$ cat src/rtl/fetch_sequencer.sv
// fetch_sequencer: PC/nPC pair with SPARC delayed-branch semantics and the
// IF/ID pipeline register. Consumes the control-transfer decision (nPC_sel,
// IF/ID flush, delay-slot annul) and remembers an annul that arrived during
// a stall so the delay slot is squashed when the pipeline moves again.
//
// Ports:
//   clk, R          rising-edge clock, asynchronous active-low reset
//   LE              pipeline load enable (0 = stall)
//   nPC_sel         00 seq, 01 TAG, 10 ALU_out, 11 reserved (seq)
//   TAG, ALU_out    branch/call and jmpl targets
//   IF_ID_R         flush IF/ID
//   annul_req       annul the delay slot being fetched this cycle
//   instr_in        instruction memory data at PC
//   PC, nPC         current / next fetch address
//   IF_ID_instr/PC  IF/ID instruction and its address
//   IF_ID_valid     IF/ID holds a real instruction
//   annul_pending   deferred annul armed (SQUASH state)
//   misalign        last accepted target had nonzero bits [1:0]
module fetch_sequencer #(
  parameter int               ADDR_W   = 32,
  parameter logic [ADDR_W-1:0] RESET_PC = '0,
  parameter logic [31:0]      NOP_WORD = 32'h0000_0000
) (
  input  logic              clk,
  input  logic              R,
  input  logic              LE,
  input  logic [1:0]        nPC_sel,
  input  logic [ADDR_W-1:0] TAG,
  input  logic [ADDR_W-1:0] ALU_out,
  input  logic              IF_ID_R,
  input  logic              annul_req,
  input  logic [31:0]       instr_in,
  output logic [ADDR_W-1:0] PC,
  output logic [ADDR_W-1:0] nPC,
  output logic [31:0]       IF_ID_instr,
  output logic [ADDR_W-1:0] IF_ID_PC,
  output logic              IF_ID_valid,
  output logic              annul_pending,
  output logic              misalign
);

  typedef enum logic [1:0] {BOOT, RUN, SQUASH} state_t;

  state_t            state, state_d;
  logic [ADDR_W-1:0] pc_d, npc_d, ifpc_d, sel_tgt, next_npc;
  logic [31:0]       instr_d;
  logic              valid_d, pend_d, mis_d, redirect, advance;

  // Target mux; targets are word-aligned by dropping bits [1:0].
  always_comb begin
    sel_tgt  = (nPC_sel == 2'b01) ? TAG : ALU_out;
    redirect = (nPC_sel == 2'b01) || (nPC_sel == 2'b10);
    next_npc = redirect ? {sel_tgt[ADDR_W-1:2], 2'b00} : nPC + ADDR_W'(4);
  end

  always_comb begin
    state_d = state;
    pc_d    = PC;
    npc_d   = nPC;
    instr_d = IF_ID_instr;
    ifpc_d  = IF_ID_PC;
    valid_d = IF_ID_valid;
    pend_d  = annul_pending;
    mis_d   = misalign;
    advance = (state != BOOT) && LE;

    case (state)
      BOOT:    state_d = RUN;
      RUN:     if (!LE && annul_req) begin
                 pend_d  = 1'b1;
                 state_d = SQUASH;
               end
      // Either the pipeline moving or a flush consumes the deferred annul.
      SQUASH:  if (LE || IF_ID_R) begin
                 pend_d  = 1'b0;
                 state_d = RUN;
               end
      default: state_d = RUN;
    endcase

    if (advance) begin
      pc_d    = nPC;
      npc_d   = next_npc;
      ifpc_d  = PC;
      instr_d = instr_in;
      valid_d = 1'b1;
      if (redirect) mis_d = |sel_tgt[1:0];
      // Annul now, or annul deferred from a stall: the fetched slot is dropped.
      if (state == SQUASH || annul_req) begin
        instr_d = NOP_WORD;
        valid_d = 1'b0;
      end
    end

    // Flush works regardless of LE; BOOT ignores every input.
    if (state != BOOT && IF_ID_R) begin
      instr_d = NOP_WORD;
      valid_d = 1'b0;
    end
  end

  always_ff @(posedge clk or negedge R) begin
    if (!R) begin
      state         <= BOOT;
      PC            <= RESET_PC;
      nPC           <= RESET_PC + ADDR_W'(4);
      IF_ID_instr   <= NOP_WORD;
      IF_ID_PC      <= '0;
      IF_ID_valid   <= 1'b0;
      annul_pending <= 1'b0;
      misalign      <= 1'b0;
    end else begin
      state         <= state_d;
      PC            <= pc_d;
      nPC           <= npc_d;
      IF_ID_instr   <= instr_d;
      IF_ID_PC      <= ifpc_d;
      IF_ID_valid   <= valid_d;
      annul_pending <= pend_d;
      misalign      <= mis_d;
    end
  end

endmodule
$ cat config.mk
export PLATFORM = sky130hd
export DESIGN_NAME = fetch_sequencer
export DESIGN_NICKNAME = d
export VERILOG_FILES = /design/src/rtl/fetch_sequencer.sv
export SDC_FILE = /design/constraint.sdc
export NUM_CORES = 1
export LEC_CHECK = 0
export BUFFER_PORTS_ARGS = -buffer_cell sky130_fd_sc_hd__buf_4
export CAP_MARGIN = 20
export CORE_MARGIN = 3
export CORE_UTILIZATION = 53
export DETAILED_ROUTE_END_ITERATION = 10
export PLACE_DENSITY = 0.95
export SETUP_SLACK_MARGIN = 0.15
export SLEW_MARGIN = 20
export SYNTH_ARGS = -nofsm -noshare
export SYNTH_HDL_FRONTEND = slang
export SYNTH_SLANG_ARGS = --single-unit
$ cat constraint.sdc
create_clock -name clk -period 4.3 [get_ports clk]
set_input_delay 0.215 -clock clk [delete_from_list [all_inputs] [get_ports clk]]
set_output_delay 0.215 -clock clk [all_outputs]
set_load 0.1 [all_outputs]
* Yosys cells after proc, flatten, opt, wreduce, memory -nomap -nowiden
Cells that the tools add are included.
** Word-level totals
- Register bits after elaboration :: 133
- Input port bits :: 103
- Output and inout port bits :: 131
- Word-level logic and storage cells :: 43
** Operators by class
- $add $sub $neg :: 1
- Reductions and logical operators :: 14
- Muxes and demuxes :: 14
- Equality and inequality tests :: 6
** Operator list (count)
- $mux W32 :: 5
- $add A32 B3 Y32 const B :: 1
- $reduce_bool A2 Y1 :: 3
- $mux W1 :: 5
- $eq A2 B1 Y1 const B :: 2
- $eq A2 B2 Y1 const B :: 2
- $mux W2 :: 2
- $ne A2 B2 Y1 const B :: 2
- $pmux W2 S2 :: 1
- $reduce_and A2 Y1 :: 2
- $logic_and A1 B1 Y1 :: 3
- $logic_or A1 B1 Y1 :: 3
- $reduce_and A3 Y1 :: 1
- $pmux W1 S2 :: 1
- $reduce_or A2 Y1 :: 1
- $logic_not A1 Y1 :: 1

* Logic depth before layout (Yosys ltp)
Gate-level depths: netlist (run 1).
- Word-level depth :: 5
- Depth in mapped cells :: 8
- Mapped depth without buffers :: 7

* Worst setup path before layout (run 1)
OpenSTA, ideal clock, no wires.
- Path type :: flip-flop to flip-flop
- Start point :: register nPC[3]
- End point :: register nPC[28]
- Clock period less this slack :: 2.532 ns
- Library setup time :: 0.094 ns
- Buffers on the path :: 0
- Data required time :: 4.206 ns
- Arrival time :: 2.438 ns
- Stages on the path, launching flop included :: 7
- Slack :: 1.768 ns
- Path through :: dfrtp_1 ha_1 nand4_1 nor4_4 and2_2 a211oi_1 a211oi_1
** On the way
- Word-level cells in the longest chain between the ends :: 2
** Ends and longest elaborated chain
- start, declared :: RTL line 34 : output logic [ADDR_W-1:0] nPC,
- start signal, assigned :: RTL line 106 : nPC <= RESET_PC + ADDR_W'(4);
- start signal, assigned :: RTL line 115 : nPC <= npc_d;
- $add A32 B3 Y32 :: RTL line 53 : next_npc = redirect ? {sel_tgt[ADDR_W-1:2], 2'b00} : nPC + ADDR_W'(4);
- $mux W32 :: RTL line 53
No other way between the ends.
A chain may end at the register's enable or synchronous reset.

* Final worst setup path (run 1)
- Start point :: register state[1]
- End point :: register nPC[15]
** On the way
- Word-level cells in the longest chain between the ends :: 2
** Ends and longest elaborated chain
- start, declared :: RTL line 44 : state_t state, state_d;
- start signal, assigned :: RTL line 113 : state <= state_d;
- $reduce_bool A2 Y1 :: RTL line 65 : advance = (state != BOOT) && LE;
- $logic_and A1 B1 Y1 :: RTL line 65
No other way between the ends.

==> impl_results.md, run 1 <==
* Final ANT Viol Nets at 0
* CTS root buf: clkbuf_8
* CP Data Arrival Time at around 2.9 ns
* Crit-path cells: o21ai_4 > buf_4 > nor2_1 > a311oi_1 > a311oi_1
* Leak Pwr at roughly 4.3 nW
* Most frequent CP cell: a311oi_1
* RR Endpoint: nPC[15]
* Initial antenna violation count at 0
* Hold Path Cell Cnt at 4
* Hpwl dp at 12750 um
* Hold EP: nPC[17]
* Global-route usage over all layers at between 30% and 40%
* CORE AREA at 10560 um^2
* Mapped Area at between 5000 and 6000 um^2
* FFs w/ async S/R, synth at 100.0%
* Cell Rows at 37
* CTS tree: done
* Vias per cell at 6.271
* Outcome: completed
* Worst-path maximum fanout at 36
* Crit Path Class: reg2reg
* Final worst path period need at 2.594 ns
* Setup TNS at 0 ns
* Placed cell count at ~940
* Die Wd at between 100 and 150 um
* Slowest library cell on the worst path: o21ai_4
* Most used flip-flop cell after synthesis: dfrtp_1
* # hold bufs at CTS at 34
* Sequential cell area fraction in the yosys report at 54.25%
* Syn. warnings at 0
* Synth unique cells at just over 50
* Crit. End Element: register
* DR vias at between 6k and 7k
* MaxCap Viol Count at 0
* Post-synth EDFFs at 0
* Largest net degree at the start of global routing at 89
* Post-Route WL at ~23000 um
* Top-Level Pins at roughly 230
* Worst-margin pin slew at 0.9872 ns
* Period utilisation layout at 60.33%
* Port buffer count at between 200 and 250
* Hold Path Class: in2reg
* Fmax at between 300 and 400 MHz
* Pre-CTS WS at 1.926 ns
* Hold path startpoint: ALU_out[17]
* Iter 0 DRT Violations at 1036
* Crit path launch type: register
* Worst R2R Setup Slack at 1.71 ns
* Slew HR at approximately a third
* Worst EP required at 4.63 ns
* Syn Inst Count at ~610
* Initial Util at 55.52%
* First-pass GRT wire length at about 35000 um
* Finished Layout Cells at 1006
* Clock Skew at 0.01447 ns
* CTS Sinks at 127
* Setup WS post-layout at 1.706 ns
* Die height at 111.2 um
* TritonCTS Buffers at 17
* RSZ-0062 raised after global routing: false
* Reg clk slew, reported paths at 0.07 ns
* R2R depth at 5
* PD cells at 677.9 nW/um^2
* Fill count at around 600
* P&R area growth vs syn at 46.93%
* CP max stage delay at 0.65 ns
* Seq cells post-synth at ~130
* Final setup fails at 0
* Cts repair resizes at 0
* Synthesized area per cell at about 9.6 um^2
* Worst-Skew Late Latency at 0.53 ns
* Final Slew Violations at 0
* Fin nets at 962
* Setup bufs post-CTS at 0
* WL/cell at 22.41 um
* Detailed Routing Iterations Pass 1 at 10
* Clk buf depth at 2
* Post-route DRC at 0
* R2r startpoint: state[1]
* Global route overflow at 0
* Die area at 12360 um^2
* Maximum VDD drop at around 600 uV
* Final Hold Violating Endpoints at 0
* H-tree lvl count at 4
* Share of cells above drive strength 1 at between 30% and 40%
* Vias in the first global route at 6113
* Placer Congestion at 0.8685
-- Yosys cell counts (2+ instances only) --
master	number	area share, %
o21a_1	3	0.38
mux2_2	11	2.1
buf_2	4	0.34
clkbuf_2	2	0.17
a22o_1	33	4.9
mux2i_1	15	2.6
buf_4	6	0.77
nand2_2	2	0.21
nor2_1	21	1.3
buf_1	6	0.38
and4_1	4	0.60
inv_1	7	0.45
a21oi_1	23	2.0
and3_1	4	0.43
a22oi_1	2	0.26
clkbuf_1	29	1.9
nand3_1	13	1.1
nand2_1	189	12
a31oi_1	7	0.75
nor3_1	4	0.34
ha_1	2	0.43
a211oi_1	12	1.5
a311oi_1	8	1.2
nand4_1	8	0.85
o22a_1	5	0.75
o21ai_0	26	2.2
a2bb2oi_1	5	0.75
nor2b_1	7	0.75
and2_1	2	0.21
o22ai_1	5	0.53
nor4_4	2	0.73
dfrtp_1	126	54
-- cell usage in the layout (no fill, tap or decap), drive strengths merged, types with 2 or more instances in the layout --
cell type,n
buf,234
nand2,191
dfrtp,126
dlygate4sd3,34
a22o,34
o21ai,27
a21oi,23
nor2,21
clkbuf,17
mux2i,15
nand3,14
a211oi,12
mux2,11
inv,11
nand4,8
a311oi,8
nor2b,7
a31oi,7
conb,6
a2bb2oi,5
o22a,5
nor3,5
o22ai,5
and4,4
and3,4
clkinv,4
bufinv,3
clkinvlp,3
nor4,3
and2,3
o21a,3
a22oi,2
ha,2
-- power by group --
part / total, W / switching, W / internal [W]
sequential: 0.00169 / 0.000277 / 0.00141
combinational: 0.00266 / 0.00213 / 0.000534
clock: 0.00149 / 0.000594 / 0.000893
total: 0.00584 / 0.00300 / 0.00284
-- layout make-up --
| type | instances | area [um^2] | area share [%] |
|---|---|---|---|
| Tap cell | 136 | 170.2 | 1.976 |
| Clock buffer | 17 | 414.1 | 4.810 |
| Antenna cell | 1 | 2.502 | 0.02906 |
| Inverter | 7 | 26.28 | 0.3051 |
| Multi-Input combinational cell | 436 | 2517 | 29.24 |
| Clock inverter | 14 | 183.9 | 2.136 |
| Sequential cell | 127 | 3179 | 36.92 |
| Timing Repair Buffer | 268 | 2117 | 24.59 |
-- metal layers --
layer / track usage (%) / share of wire (%)
met5: 0 / 0
met1: 42.49 / 34
met4: 17.84 / 6.3
met3: 7.587 / 10
met2: 60.92 / 50
-- critical path, delay by kind of cell (launching register included) --
family / cells / cell delay (ns)
DFF: 1 / 0.50
and+or+nand+nor: 1 / 0.27
AOI/OAI and AO/OA: 3 / 1.15
buffers and inverters: 1 / 0.47
-- stage by stage --
step / util [%] / hold WS [ns] / power (W) / instance area [um^2]
after floorplan: - / -0.08059 / 0.003601 / 5879
after global placement: 72.33 / 0.2697 / 0.004189 / 7635
after detailed placement: 72.33 / 0.2942 / 0.004242 / 7635
after CTS: 81.22 / 0.04874 / 0.005755 / 8573
after global routing: 81.56 / 0.07251 / 0.005979 / 8608
final: 81.58 / 0.05966 / 0.005837 / 8611
-- logic make-up (layout without fill, tap and decap cells) --
kind of cell	Yosys count	count (layout)	share of synthesized area [%]
other	1	7	0.06399
muxes	26	26	4.675
and+or+nand+nor	264	264	20.00
adders and majority gates	2	2	0.4269
DFF	127	127	54.25
buffers and inverters	54	306	3.971
AOI/OAI and AO/OA	138	138	16.61
-- how the worst max path moves through the flow --
stage,from,end,slack [ns],cells past startpoint
floorplan,nPC[3],nPC[28],1.77,6
global placement,nPC_sel[1],nPC[15],2.01,8
detailed placement,nPC_sel[1],nPC[15],1.93,8
CTS,state[1],nPC[15],1.92,5
global route,state[1],nPC[15],1.64,5
finish,state[1],nPC[15],1.71,5
-- flip-flops by register name, summed over array words and instances, names as in the netlist --
name           cells
state              2
annul_pending      1
IF_ID_instr       32
IF_ID_valid        1
PC                30
IF_ID_PC          30
misalign           1
nPC               30
Note: power is estimated with default switching activity, not from simulation.
==> inputs of run 2 (changes only) <==
Settings changed: CORE_UTILIZATION 53 to 44, PLACE_DENSITY 0.95 to 0.86.
Clock period 4.3 ns to 2.3 ns, I/O delays scaled along.
==> run 2 against run 1 <==
- sequential share of layout area is 0.25 points lower
- clock skew is 0.0062 ns lower
- critical path depth is 3 higher
- non-clock buffer count is 12 higher
- total power is 82% higher
- final cell count is 4.8% higher
==> impl_results.md, run 2 (same netlist as run 1, synthesis figures left out) <==
* Die area at 14740 um^2 (was 12360 um^2)
* Final worst path period need at 2.120 ns (was 2.594 ns)
* Global-route usage over all layers at 25.20% (was 35.59%)
* Most frequent cells in the layout: 242 x buf_4, 189 x nand2_1, 103 x dfrtp_1, 34 x dlygate4sd3_1, 33 x a22o_1 (was 233 x buf_4, 189 x nand2_1, 126 x dfrtp_1, 34 x dlygate4sd3_1, 33 x a22o_1)
* P&R area growth vs syn at 49.42% (was 46.93%)
* H-tree lvl count at 4 (unchanged)
* DR vias at 5684 (was 6309)
* CTS tree: done (unchanged)
* Clock power frac at 24.4% (was 25.5%)
* P_sw at 0.005303 W (was 0.002998 W)
* Largest net degree at the start of global routing at 62 (was 89)
* Final Slew Violations at 0 (unchanged)
* Slowest library cell on the worst path: dfstp_4 (was o21ai_4)
* Flop pwr share at 29.4% (was 29.0%)
* Hold Path Class: in2reg (unchanged)
* CP max stage delay at 0.65 ns (about the same)
* PD cells at 1210 nW/um^2 (was 677.9 nW/um^2)
* Hold Path Cell Cnt at 4 (unchanged)
* Maximum VDD drop at 442.5 uV (was 600.0 uV)
* Initial Util at 45.70% (was 55.52%)
* Outcome: completed (unchanged)
* Crit-path cells: ha_4 > nand4_1 > buf_4 > nor4_4 > buf_4 > and2_4 > a41o_1 > a21oi_1 (was o21ai_4 > buf_4 > nor2_1 > a311oi_1 > a311oi_1)
* Worst EP required at 2.58 ns (was 4.63 ns)
* Die height at 121.4 um (was 111.2 um)
* Logic gate share of total power at 46.2% (was 45.6%)
* Crit. End Element: register (unchanged)
* Placed cell area at 7816 um^2 (was 7635 um^2)
* Port buffer count at 227 (unchanged)
* Clock Skew at 0.008311 ns (was 0.01447 ns)
* Fin area at 8757 um^2 (was 8611 um^2)
* Reg clk slew, reported paths at 0.06 ns (was 0.07 ns)
* Fin nets at 974 (was 962)
* Cell Rows at 41 (was 37)
* Die Wd at 121.4 um (was 111.2 um)
* Most common cell after layout, fill and taps aside: buf_4 (unchanged)
* Net Sw Frac at 50.04% (was 51.36%)
* Worst-margin pin slew at 0.5973 ns (was 0.9872 ns)
* Detailed Routing Iterations Pass 1 at 6 (was 10)
* Vias in the first global route at 5449 (was 6113)
* Post-Route WL at 18710 um (was 22540 um)
* Worst-Skew Late Latency at 0.42 ns (was 0.53 ns)
* Max reg flops at 32 (unchanged)
* R2R depth at 8 (was 5)
* Most frequent CP cell: buf_4 (was a311oi_1)
* CP Data Arrival Time at 2.39 ns (was 2.93 ns)
* P_int at 0.005294 W (was 0.002839 W)
* Setup TNS at 0 ns (unchanged)
* Final Hold Violating Endpoints at 0 (unchanged)
* CTS Sinks at 127 (unchanged)
* MaxCap Viol Count at 0 (unchanged)
* Leak Pwr at 4.379 nW (was 4.341 nW)
* Placer Congestion at 0.8642 (was 0.8685)
* Slew HR at 60.03% (was 34.18%)
* CTS root buf: clkbuf_16 (was clkbuf_8)
* Fmax at 471.8 MHz (was 385.5 MHz)
* Final setup fails at 0 (unchanged)
* Largest Register: IF_ID_instr (unchanged)
* Final Core Density at 68.28% (was 81.58%)
* Period utilisation layout at 92.15% (was 60.33%)
* Final ANT Viol Nets at 0 (unchanged)
* TritonCTS Buffers at 17 (unchanged)
* # diodes at 0 (was 1)
* Clk buf depth at 2 (unchanged)
* Crit path launch type: register (unchanged)
* RSZ-0062 raised after global routing: true (was false)
* WL/cell at 17.75 um (was 22.41 um)
* First-pass GRT wire length at 29170 um (was 34650 um)
* Iter 0 DRT Violations at 469 (was 1036)
* Worst-path maximum fanout at 6 (was 36)
* Crit Path Class: reg2reg (unchanged)
* Global route overflow at 0 (unchanged)
* Top-Level Pins at 234 (unchanged)
* Post-route DRC at 0 (unchanged)
* Initial antenna violation count at 0 (unchanged)
* CORE AREA at 12820 um^2 (was 10560 um^2)
* Vias per cell at 5.393 (was 6.271)
* Hold Slack at 0.09179 ns (was 0.05966 ns)
* Hpwl dp at 12640 um (was 12750 um)
* Share of cells above drive strength 1 at 37.19% (was 33.60%)
## run 2: cell count changes in the layout (fill, tap and decap cells not counted), sizes merged
cell,delta
clkinv,+4
inv,-4
bufinv,-1
diode,-1
buf,+11
clkbuf,+4
clkinvlp,-1
## run 2: power by group through the flow
stage,combinational (W),clock (W),sequential [W]
floorplan,0.000763,0,0.00600
global placement,0.00480,0,0.00312
detailed placement,0.00485,0,0.00314
CTS,0.00491,0.00259,0.00310
global route,0.00507,0.00273,0.00318
finish,0.00490,0.00258,0.00311
## run 2: layout make-up
class,count,area (um^2)
clock inverters,12,118.9
clock buffers,20,446.7
inverters,7,26.28
well taps,172,215.2
fillers,980,4068
repair buffers,280,2213
multi-input cells,436,2525
flip-flops and latches,127,3212
## run 2: layer usage
metal  up-vias  wire (um)  GRT usage, %
met3        50       1215         4.802
met1      2720       7602         33.92
met4         0        565         10.01
met5         -          0             0
li1       2660          -             -
met2       254       9328         40.24
## run 2: what timing repair did
item                       CTS  global route
resized for setup            0             0
setup endpoints to repair    4             9
hold endpoints to repair    93             0
hold buffers                34             0
pin swaps                    1             6
buffers inserted             0             5
## run 2: worst max-delay path: cells and delay by family (launching register included)
| family | cells | cell delay [ns] |
|---|---|---|
| flops | 1 | 0.65 |
| fa+ha+maj | 1 | 0.14 |
| compound gates | 2 | 0.25 |
| buf+inv | 2 | 0.41 |
| simple gates | 3 | 0.53 |
## run 2: per-stage QoR
stage	worst slack, ns	std cells	power, W
floorplan	0.09572	617	0.006761
global placement	0.1548	983	0.007915
detailed placement	0.1062	983	0.007982
CTS	0.1706	1049	0.01060
global route	0.08169	1054	0.01098
finish	0.1805	1054	0.01060
## run 2: path summary, 6_finish.rpt
kind	startpoint	end	slack (ns)
min in group asynchronous	R	IF_ID_instr[4]	0.23
max	nPC[2]	nPC[24]	0.18
max in group asynchronous	R	IF_ID_valid	1.28
min reg2reg	IF_ID_PC[18]	IF_ID_PC[18]	0.47
max reg2reg	nPC[2]	nPC[24]	0.18
min	TAG[17]	nPC[17]	0.09
